`config.mk`:
```
export PLATFORM = sky130hd
export DESIGN_NAME = rvfi_commit_tracker
export DESIGN_NICKNAME = d
export VERILOG_FILES = /design/src/rtl/rvfi_tracker_pkg.sv /design/src/rtl/rvfi_shadow_stage.sv /design/src/rtl/rvfi_commit_tracker.sv
export SDC_FILE = /design/constraint.sdc
export NUM_CORES = 1
export LEC_CHECK = 0
export BUFFER_PORTS_ARGS = -buffer_cell sky130_fd_sc_hd__buf_4
export CAP_MARGIN = 20
export CORE_AREA = 2 2 271 273
export CTS_CLUSTER_DIAMETER = 50
export DETAILED_ROUTE_END_ITERATION = 8
export DIE_AREA = 0 0 273 275
export PLACE_DENSITY = 0.54
export SLEW_MARGIN = 25
export SYNTH_ARGS = -nofsm -noshare
export SYNTH_HDL_FRONTEND = slang
export SYNTH_SLANG_ARGS = --single-unit
```
`constraint.sdc`:
```
create_clock -name clk -period 3.54 [get_ports clk]
set_input_delay 0.708 -clock clk [delete_from_list [all_inputs] [get_ports clk]]
set_output_delay 0.708 -clock clk [all_outputs]
set_load 0.02 [all_outputs]
```
`src/rtl/rvfi_tracker_pkg.sv`:
```
// Shared payload type and widths for the RVFI shadow pipeline.
// Payload fields are XLEN_MAX wide; the top zero-extends in and slices out at XLEN.
package rvfi_tracker_pkg;

  localparam int MASK_W   = 4;
  localparam int REG_W    = 5;
  localparam int XLEN_MAX = 64;

  typedef struct packed {
    logic [31:0]         inst;
    logic [XLEN_MAX-1:0] pc_rdata;
    logic [XLEN_MAX-1:0] pc_wdata;
    logic [REG_W-1:0]    rs1_addr;
    logic [REG_W-1:0]    rs2_addr;
    logic [XLEN_MAX-1:0] rs1_rdata;
    logic [XLEN_MAX-1:0] rs2_rdata;
    logic [REG_W-1:0]    rd_addr;
    logic [XLEN_MAX-1:0] mem_addr;
    logic [MASK_W-1:0]   mem_rmask;
    logic [MASK_W-1:0]   mem_wmask;
    logic [XLEN_MAX-1:0] mem_rdata;
    logic [XLEN_MAX-1:0] mem_wdata;
  } rvfi_entry_t;

  function automatic logic [MASK_W-1:0] gate_mask(input logic en, input logic [MASK_W-1:0] mbe);
    return en ? mbe : '0;
  endfunction

endpackage

```
`src/rtl/rvfi_shadow_stage.sv`:
```
// One shadow stage: valid + payload register with advance, hold and kill.
// The stage after the memory stage overwrites the memory fields from the live bus.
module rvfi_shadow_stage
  import rvfi_tracker_pkg::*;
#(
  parameter int XLEN        = 32,
  parameter bit MEM_CAPTURE = 1'b0
) (
  input  logic              clk,
  input  logic              rst,
  input  logic              stall,
  input  logic              kill,
  input  logic              vld_i,
  input  rvfi_entry_t       ent_i,
  input  logic              mem_read_i,
  input  logic              mem_write_i,
  input  logic [XLEN-1:0]   mem_addr_i,
  input  logic [XLEN-1:0]   mem_wdata_i,
  input  logic [XLEN-1:0]   mem_rdata_i,
  input  logic [MASK_W-1:0] mem_mbe_i,
  output logic              vld_o,
  output rvfi_entry_t       ent_o
);

  logic        vld_q, vld_d;
  rvfi_entry_t ent_q, ent_d;
  logic        unused_mem;

  assign unused_mem = ^{mem_read_i, mem_write_i, mem_addr_i, mem_wdata_i, mem_rdata_i, mem_mbe_i};

  // Kill applies after advance/hold, so it hits whichever entry ends up here.
  always_comb begin
    vld_d = (stall ? vld_q : vld_i) & ~kill;
    ent_d = ent_q;
    if (!stall) begin
      ent_d = ent_i;
      if (MEM_CAPTURE) begin
        ent_d.mem_addr  = XLEN_MAX'(mem_addr_i);
        ent_d.mem_wdata = XLEN_MAX'(mem_wdata_i);
        ent_d.mem_rdata = XLEN_MAX'(mem_rdata_i);
        ent_d.mem_rmask = gate_mask(mem_read_i, mem_mbe_i);
        ent_d.mem_wmask = gate_mask(mem_write_i, mem_mbe_i);
      end
    end
  end

  always_ff @(posedge clk) begin
    if (!rst) begin
      vld_q <= 1'b0;
      ent_q <= '0;
    end else begin
      vld_q <= vld_d;
      ent_q <= ent_d;
    end
  end

  assign vld_o = vld_q;
  assign ent_o = ent_q;

endmodule

```
`src/rtl/rvfi_commit_tracker.sv`:
```
// RVFI shadow pipeline: DEPTH stages (2..8) carrying monitor data, plus commit order,
// halt detection and a stall watchdog at the last stage. XLEN must not exceed 64.
module rvfi_commit_tracker
  import rvfi_tracker_pkg::*;
#(
  parameter int XLEN      = 32,
  parameter int DEPTH     = 2,
  parameter int MEM_STAGE = 0,
  parameter int ORDER_W   = 64,
  parameter int TIMEOUT   = 1024
) (
  input  logic               clk,
  input  logic               rst,
  input  logic               stall,
  input  logic [DEPTH-1:0]   flush,
  input  logic               in_valid,
  input  logic [31:0]        in_inst,
  input  logic [XLEN-1:0]    in_pc_rdata,
  input  logic [XLEN-1:0]    in_pc_wdata,
  input  logic [REG_W-1:0]   in_rs1_addr,
  input  logic [REG_W-1:0]   in_rs2_addr,
  input  logic [XLEN-1:0]    in_rs1_rdata,
  input  logic [XLEN-1:0]    in_rs2_rdata,
  input  logic [REG_W-1:0]   in_rd_addr,
  input  logic               mem_read,
  input  logic               mem_write,
  input  logic [XLEN-1:0]    mem_addr,
  input  logic [XLEN-1:0]    mem_wdata,
  input  logic [XLEN-1:0]    mem_rdata,
  input  logic [MASK_W-1:0]  mem_mbe,
  input  logic               wb_load_regfile,
  input  logic [XLEN-1:0]    wb_rd_wdata,
  output logic               commit,
  output logic [ORDER_W-1:0] order,
  output logic               halt,
  output logic               halted,
  output logic               timeout,
  output logic [31:0]        rvfi_inst,
  output logic [XLEN-1:0]    rvfi_pc_rdata,
  output logic [XLEN-1:0]    rvfi_pc_wdata,
  output logic [REG_W-1:0]   rvfi_rs1_addr,
  output logic [REG_W-1:0]   rvfi_rs2_addr,
  output logic [XLEN-1:0]    rvfi_rs1_rdata,
  output logic [XLEN-1:0]    rvfi_rs2_rdata,
  output logic [REG_W-1:0]   rvfi_rd_addr,
  output logic [XLEN-1:0]    rvfi_rd_wdata,
  output logic [XLEN-1:0]    rvfi_mem_addr,
  output logic [MASK_W-1:0]  rvfi_mem_rmask,
  output logic [MASK_W-1:0]  rvfi_mem_wmask,
  output logic [XLEN-1:0]    rvfi_mem_rdata,
  output logic [XLEN-1:0]    rvfi_mem_wdata
);

  localparam int WD_W = $clog2(TIMEOUT + 1);

  logic [DEPTH-1:0] stage_vld;
  rvfi_entry_t      stage_ent [DEPTH];
  rvfi_entry_t      in_ent;
  rvfi_entry_t      tail;
  logic             unused_tail;

  logic [ORDER_W-1:0] order_q, order_d;
  logic               halted_q, halted_d;
  logic [WD_W-1:0]    wd_q, wd_d;
  logic               timeout_q, timeout_d;

  always_comb begin
    in_ent           = '0;
    in_ent.inst      = in_inst;
    in_ent.pc_rdata  = XLEN_MAX'(in_pc_rdata);
    in_ent.pc_wdata  = XLEN_MAX'(in_pc_wdata);
    in_ent.rs1_addr  = in_rs1_addr;
    in_ent.rs2_addr  = in_rs2_addr;
    in_ent.rs1_rdata = XLEN_MAX'(in_rs1_rdata);
    in_ent.rs2_rdata = XLEN_MAX'(in_rs2_rdata);
    in_ent.rd_addr   = in_rd_addr;
  end

  for (genvar k = 0; k < DEPTH; k++) begin : g_stage
    logic        vld_in;
    rvfi_entry_t ent_in;
    if (k == 0) begin : g_head
      assign vld_in = in_valid;
      assign ent_in = in_ent;
    end else begin : g_body
      assign vld_in = stage_vld[k-1];
      assign ent_in = stage_ent[k-1];
    end
    rvfi_shadow_stage #(
      .XLEN        (XLEN),
      .MEM_CAPTURE (k == MEM_STAGE + 1)
    ) u_stage (
      .clk         (clk),
      .rst         (rst),
      .stall       (stall),
      .kill        (flush[k]),
      .vld_i       (vld_in),
      .ent_i       (ent_in),
      .mem_read_i  (mem_read),
      .mem_write_i (mem_write),
      .mem_addr_i  (mem_addr),
      .mem_wdata_i (mem_wdata),
      .mem_rdata_i (mem_rdata),
      .mem_mbe_i   (mem_mbe),
      .vld_o       (stage_vld[k]),
      .ent_o       (stage_ent[k])
    );
  end

  assign tail        = stage_ent[DEPTH-1];
  assign unused_tail = ^tail;

  assign commit = stage_vld[DEPTH-1] & ~stall & ~flush[DEPTH-1];
  assign halt   = commit & (tail.pc_wdata == tail.pc_rdata);

  // Watchdog saturates so a very long stall cannot wrap back below TIMEOUT.
  always_comb begin
    order_d   = commit ? order_q + ORDER_W'(1) : order_q;
    halted_d  = halted_q | halt;
    wd_d      = '0;
    if (stall) wd_d = (wd_q == WD_W'(TIMEOUT)) ? wd_q : wd_q + WD_W'(1);
    timeout_d = timeout_q | (wd_d == WD_W'(TIMEOUT));
  end

  always_ff @(posedge clk) begin
    if (!rst) begin
      order_q   <= '0;
      halted_q  <= 1'b0;
      wd_q      <= '0;
      timeout_q <= 1'b0;
    end else begin
      order_q   <= order_d;
      halted_q  <= halted_d;
      wd_q      <= wd_d;
      timeout_q <= timeout_d;
    end
  end

  assign order   = order_q;
  assign halted  = halted_q;
  assign timeout = timeout_q;

  assign rvfi_inst      = tail.inst;
  assign rvfi_pc_rdata  = tail.pc_rdata[XLEN-1:0];
  assign rvfi_pc_wdata  = tail.pc_wdata[XLEN-1:0];
  assign rvfi_rs1_addr  = tail.rs1_addr;
  assign rvfi_rs2_addr  = tail.rs2_addr;
  assign rvfi_rs1_rdata = tail.rs1_rdata[XLEN-1:0];
  assign rvfi_rs2_rdata = tail.rs2_rdata[XLEN-1:0];
  assign rvfi_rd_addr   = tail.rd_addr;
  assign rvfi_rd_wdata  = (tail.rd_addr != '0 && wb_load_regfile) ? wb_rd_wdata : '0;
  assign rvfi_mem_addr  = tail.mem_addr[XLEN-1:0];
  assign rvfi_mem_rmask = tail.mem_rmask;
  assign rvfi_mem_wmask = tail.mem_wmask;
  assign rvfi_mem_rdata = tail.mem_rdata[XLEN-1:0];
  assign rvfi_mem_wdata = tail.mem_wdata[XLEN-1:0];

endmodule

```
Word-level counts from Yosys, hierarchy flattened

Cells that the tools add are included.
W data, S select, Z words.

Equal/unequal tests: 3
Reductions and logical operators: 2
Add/sub/neg operators: 2
Bitwise logic cells: 10
Mux-type cells: 7

Operator list:

| cell                    | count |
|---|---|
| $add A64 B1 Y64 const B | 1 |
| $eq A32 B32 Y1          | 1 |
| $mux W32                | 1 |
| $eq A11 B11 Y1 const B  | 2 |
| $mux W11                | 2 |
| $add A11 B1 Y11 const B | 1 |
| $mux W4                 | 2 |
| $and A1 B1 Y1           | 5 |
| $reduce_bool A5 Y1      | 1 |
| $not A1 Y1              | 3 |
| $mux W1                 | 2 |
| $or A1 B1 Y1            | 2 |
| $logic_and A1 B1 Y1     | 1 |

Flip-flop bits (word level): 533
Logic and storage cells: 51
Output and inout port bits: 379

Depth between registers and ports, before layout

Depth in word-level cells: 5
Depth in mapped cells: 8
Gate-level depth less buffers: 7

Hierarchy

From an unflattened synthesis, not the netlist that was laid out.

Cells, all modules: 3654
Area, all modules: 40367.5 sq um

Modules (own cells, without submodules):

| module                                 | cells each | area each (sq um) | times used | sequential area each (sq um) |
|---|---|---|---|---|
| rvfi_shadow_stage (g_stage[0].u_stage) | 1624       | 19127.1           | 1          | 10089.7 |
| rvfi_shadow_stage (g_stage[1].u_stage) | 1421       | 16214.3           | 1          | 8167.8 |
| rvfi_commit_tracker                    | 609        | 5026.1            | 1          | 1541.5 |

Worst setup path after synthesis

OpenSTA, ideal clock, no wires.

Path kind: input to output
Start: in stall
End: out halt
Slack: 0.219 ns
Data arrival time: 2.613 ns
Stages on the path: 6
Required time: 2.832 ns
Cell sequence: buf_2 nor3b_2 buf_2 nand3_1 or4_1 nor4_1

Cells in the longest elaborated chain, start to end: 4

Ends and longest elaborated chain:

| element                     | RTL line                   | RTL |
|---|---|---|
| from (decl)                 | rvfi_commit_tracker.sv:14  | `input logic stall,` |
| $not A1 Y1                  | rvfi_commit_tracker.sv:113 | `assign commit = stage_vld[DEPTH-1] & ~stall & ~flush[DEPTH-1];` |
| $and A1 B1 Y1 (2 in series) | rvfi_commit_tracker.sv:113 |  |
| via commit                  | rvfi_commit_tracker.sv:33  | `output logic commit,` |
| $and A1 B1 Y1               | rvfi_commit_tracker.sv:114 | `assign halt = commit & (tail.pc_wdata == tail.pc_rdata);` |
| to (decl)                   | rvfi_commit_tracker.sv:35  | `output logic halt,` |

The timed path passes the listed nets, and every way through them passes these cells.

Final worst setup path

Start: reg g_stage[1].u_stage.ent_q (netlist bit g_stage[1].u_stage.ent_o[374])
End: out halt

Cells in the longest elaborated chain, start to end: 2

Ends and longest elaborated chain:

| element                | RTL line                   | RTL |
|---|---|---|
| from (decl)            | rvfi_shadow_stage.sv:26    | `rvfi_entry_t ent_q, ent_d;` |
| from (signal assigned) | rvfi_shadow_stage.sv:53    | `ent_q <= ent_d;` |
| $eq A32 B32 Y1         | rvfi_commit_tracker.sv:114 |  |
| $and A1 B1 Y1          | rvfi_commit_tracker.sv:114 |  |

Every way passes these cells.

==> impl_results.md <==
- Root buf cell: clkbuf_16
- Setup violators final: 0
- Dominant synthesized flop cell: dfxtp_1
- Crit-path cells: xnor2_2 -> buf_4 -> nand4_1 -> or4_4 -> nor4_4 -> buf_4
- Dominant cell type by area after synthesis: dfxtp_1
- Die Wd: 273 um
- FFs w/ async S/R, synth: 0%
- Syn avg cell area: 10.0 um2
- Synth Instances: 2008
- Fin crit share: 95.1%
- DIE AREA: 75100 um2
- Core region area: 72300 um2
- Final Net Count: 2985
- Post-DP Area: 26300 um2
- Largest net degree at the start of global routing: 162
- Port buffer count: 694
- Syn-to-layout area delta: 42.9%
- Worst slack at placement: 0.251 ns
- Synth top area share: 53.0%
- Vias in the first global route: 16300
- Slew margin rel.: 30.8%
- TNS Setup: 0 ns
- Gpl congestion: 0.791
- Peak supply drop: 0.386 mV
- Total track usage: 15.8%
- # fillers: 7263
- Status: complete, no violations
- Syn_nets: 2327
- # rows: 99
- Commonest cells after routing, fill and taps aside: buf_4 (705), dfxtp_1 (533), nor2_1 (497)
- DR WL/cell: 17.2 um
- Cell family with most CP delay: simple AND/OR/NAND/NOR gates
- DR DRC count: 0
- Worst endpoint required time: 2.83 ns
- Max-Cap Viols: 0
- Peak Freq: 0.297 GHz
- Pwr Density: 525 nW/um2
- Worst-case clock skew: 0.0245 ns
- Final non-filler cell total: 3686
- Grt total ovfl: 0
- Actual slew at the worst max-slew pin: 1.04 ns
- Clock sink count: 533
- Crit path max fanout: 3
- Pleak: 13.4 nW
- Buf+Inv Stages, Crit Path: 2
- Post-Synthesis Cell Area: 20100 um2
- Via count: 16700
- RSZ-0062 raised after global routing: no
- DR iter-0 viols: 822
- Post-DP HPWL: 47.2 mm
- Post-route ant nets: 0
- Chip height: 275 um
- Seq/Total Area, Yosys: 53.0%
- Total CTS buffers: 71
- Clk_lat worst skew: 0.60 ns
- CTS H-tree depth: 3
- Cell mode on critical path: buf_4
- Library cells used by synthesis: 41
- EDFF count, synth: 0
- Worst setup EP type: output port
- Antenna violations before repair: 4
- Hold_ws: 0.297 ns
- First-pass GRT wire length: 93.2 mm
- Most common cell after layout, fill and taps aside: buf_4
- Drt pass-1 iters: 5
- Fin. Hold Viols: 0
- Clock tree buffer depth: 3
- Setup CP Type: flop to output port
- Worst EP arrival: 2.66 ns
- Worst setup SP type: flop
- Ys Warns: 0
- Worst setup margin: 0.173 ns
- Design area: 28800 um2
- Largest cells by area after synthesis: dfxtp_1 (53%), mux2i_1 (22%), nor2_1 (9.3%), clkbuf_1 (1.5%), xnor2_1 (1.5%)
- Drt total wl: 63.4 mm
- Min cycle time layout: 3.37 ns
- Initial core utilization: 27.8%
- Share of post-route cells with drive strength above 1: 31.0%
- Max stage delay cell, worst path: or4_4
- Inst Count DP: 3551
- Slew Limit Fails: 0
- Via density: 4.53
- CP peak stage delay: 0.58 ns
- CTS tree: yes
- CTS clk-pin slew, worst paths: 0.06 ns
- Hold Crit Class: primary input to flop
- IO Count: 695
- Synthesized flop and latch total: 533
## worst paths after layout
check,endpoint,slack (ns),start,cells after the start
max,halt,0.17,g_stage[1].u_stage.ent_o[374]$_SDFFE_PN0N_,6
min,g_stage[0].u_stage.vld_o$_SDFF_PN0_,0.30,flush[0],2
max reg2reg,order[55]$_SDFFE_PN0P_,0.76,g_stage[1].u_stage.vld_o$_SDFF_PN0_,6
min reg2reg,halted$_SDFF_PN0_,0.47,halted$_SDFF_PN0_,1
## metal layers
layer  routed length [um]  GRT usage (%)  up-vias
li1                     -              -     8190
met1                25200           18.2     7926
met2                31300           26.9      470
met3                 4860           5.26      108
met4                 2020           6.83        2
met5                   13              0        -
## flip-flops by register name (all words and copies together) (netlist names)
| signal | flops |
|---|---|
| order | 64 |
| halted | 1 |
| timeout | 1 |
| wd_q | 11 |
| g_stage.u_stage.ent_o | 454 |
| g_stage.u_stage.vld_o | 2 |
## cells in the mapped netlist, drive strengths merged, types with 7 or more instances
library cell  count
nor3             11
nand4            23
nand2            32
nor2            497
o21ai            13
xor2             29
a21oi            40
nand2b            7
clkbuf           81
nand3            32
or4              29
and4              8
dfxtp           533
mux2i           452
nor4             12
buf              50
o31ai            24
inv              17
or3              14
and2             34
xnor2            34
## metrics by stage
stage | total power [mW] | util, %
after floorplan | 7.33 | -
after global placement | 8.02 | 36.4
after detailed placement | 8.06 | 36.4
after CTS | 15.4 | 39.7
after global routing | 15.8 | 39.8
final | 15.1 | 39.8
## power breakdown
| part | switching (mW) | total, mW | internal, mW |
|---|---|---|---|
| clock network | 2.89 | 7.20 | 4.31 |
| registers | 0.152 | 6.41 | 6.26 |
| logic | 0.760 | 1.50 | 0.745 |
## kinds of logic (layout without fill, tap and decap cells)
group,Yosys count,after routing,share of synthesized area [%]
simple gates,712,712,15.7
xor+xnor,63,63,2.74
mux,452,452,22.5
buf+inv,148,864,2.90
compound gates,97,97,3.04
flops,533,533,53.0
other cells,0,3,0
fa+ha+maj,3,3,0.186
## layout make-up
cell class / instances / area [um2] / area share (%)
inverters: 17 / 71.3 / 0.248
clock buffers: 87 / 1910 / 6.63
well taps: 959 / 1200 / 4.17
clock inverters: 44 / 505 / 1.76
repair buffers: 716 / 5520 / 19.2
multi-input cells: 1327 / 8910 / 31.0
diodes: 3 / 7.51 / 0.0261
flip-flops and latches: 533 / 10700 / 37.1
## repair_timing
| item | CTS | global route |
|---|---|---|
| pin swaps | 0 | 1 |
| endpoints found under the setup margin | 1 | 1 |
| cloned | 0 | 0 |
| setup buffers | 0 | 0 |
| hold buffers | 0 | 0 |
| gates resized for setup | 2 | 2 |
No activity file was read; power rests on OpenSTA's default activity.
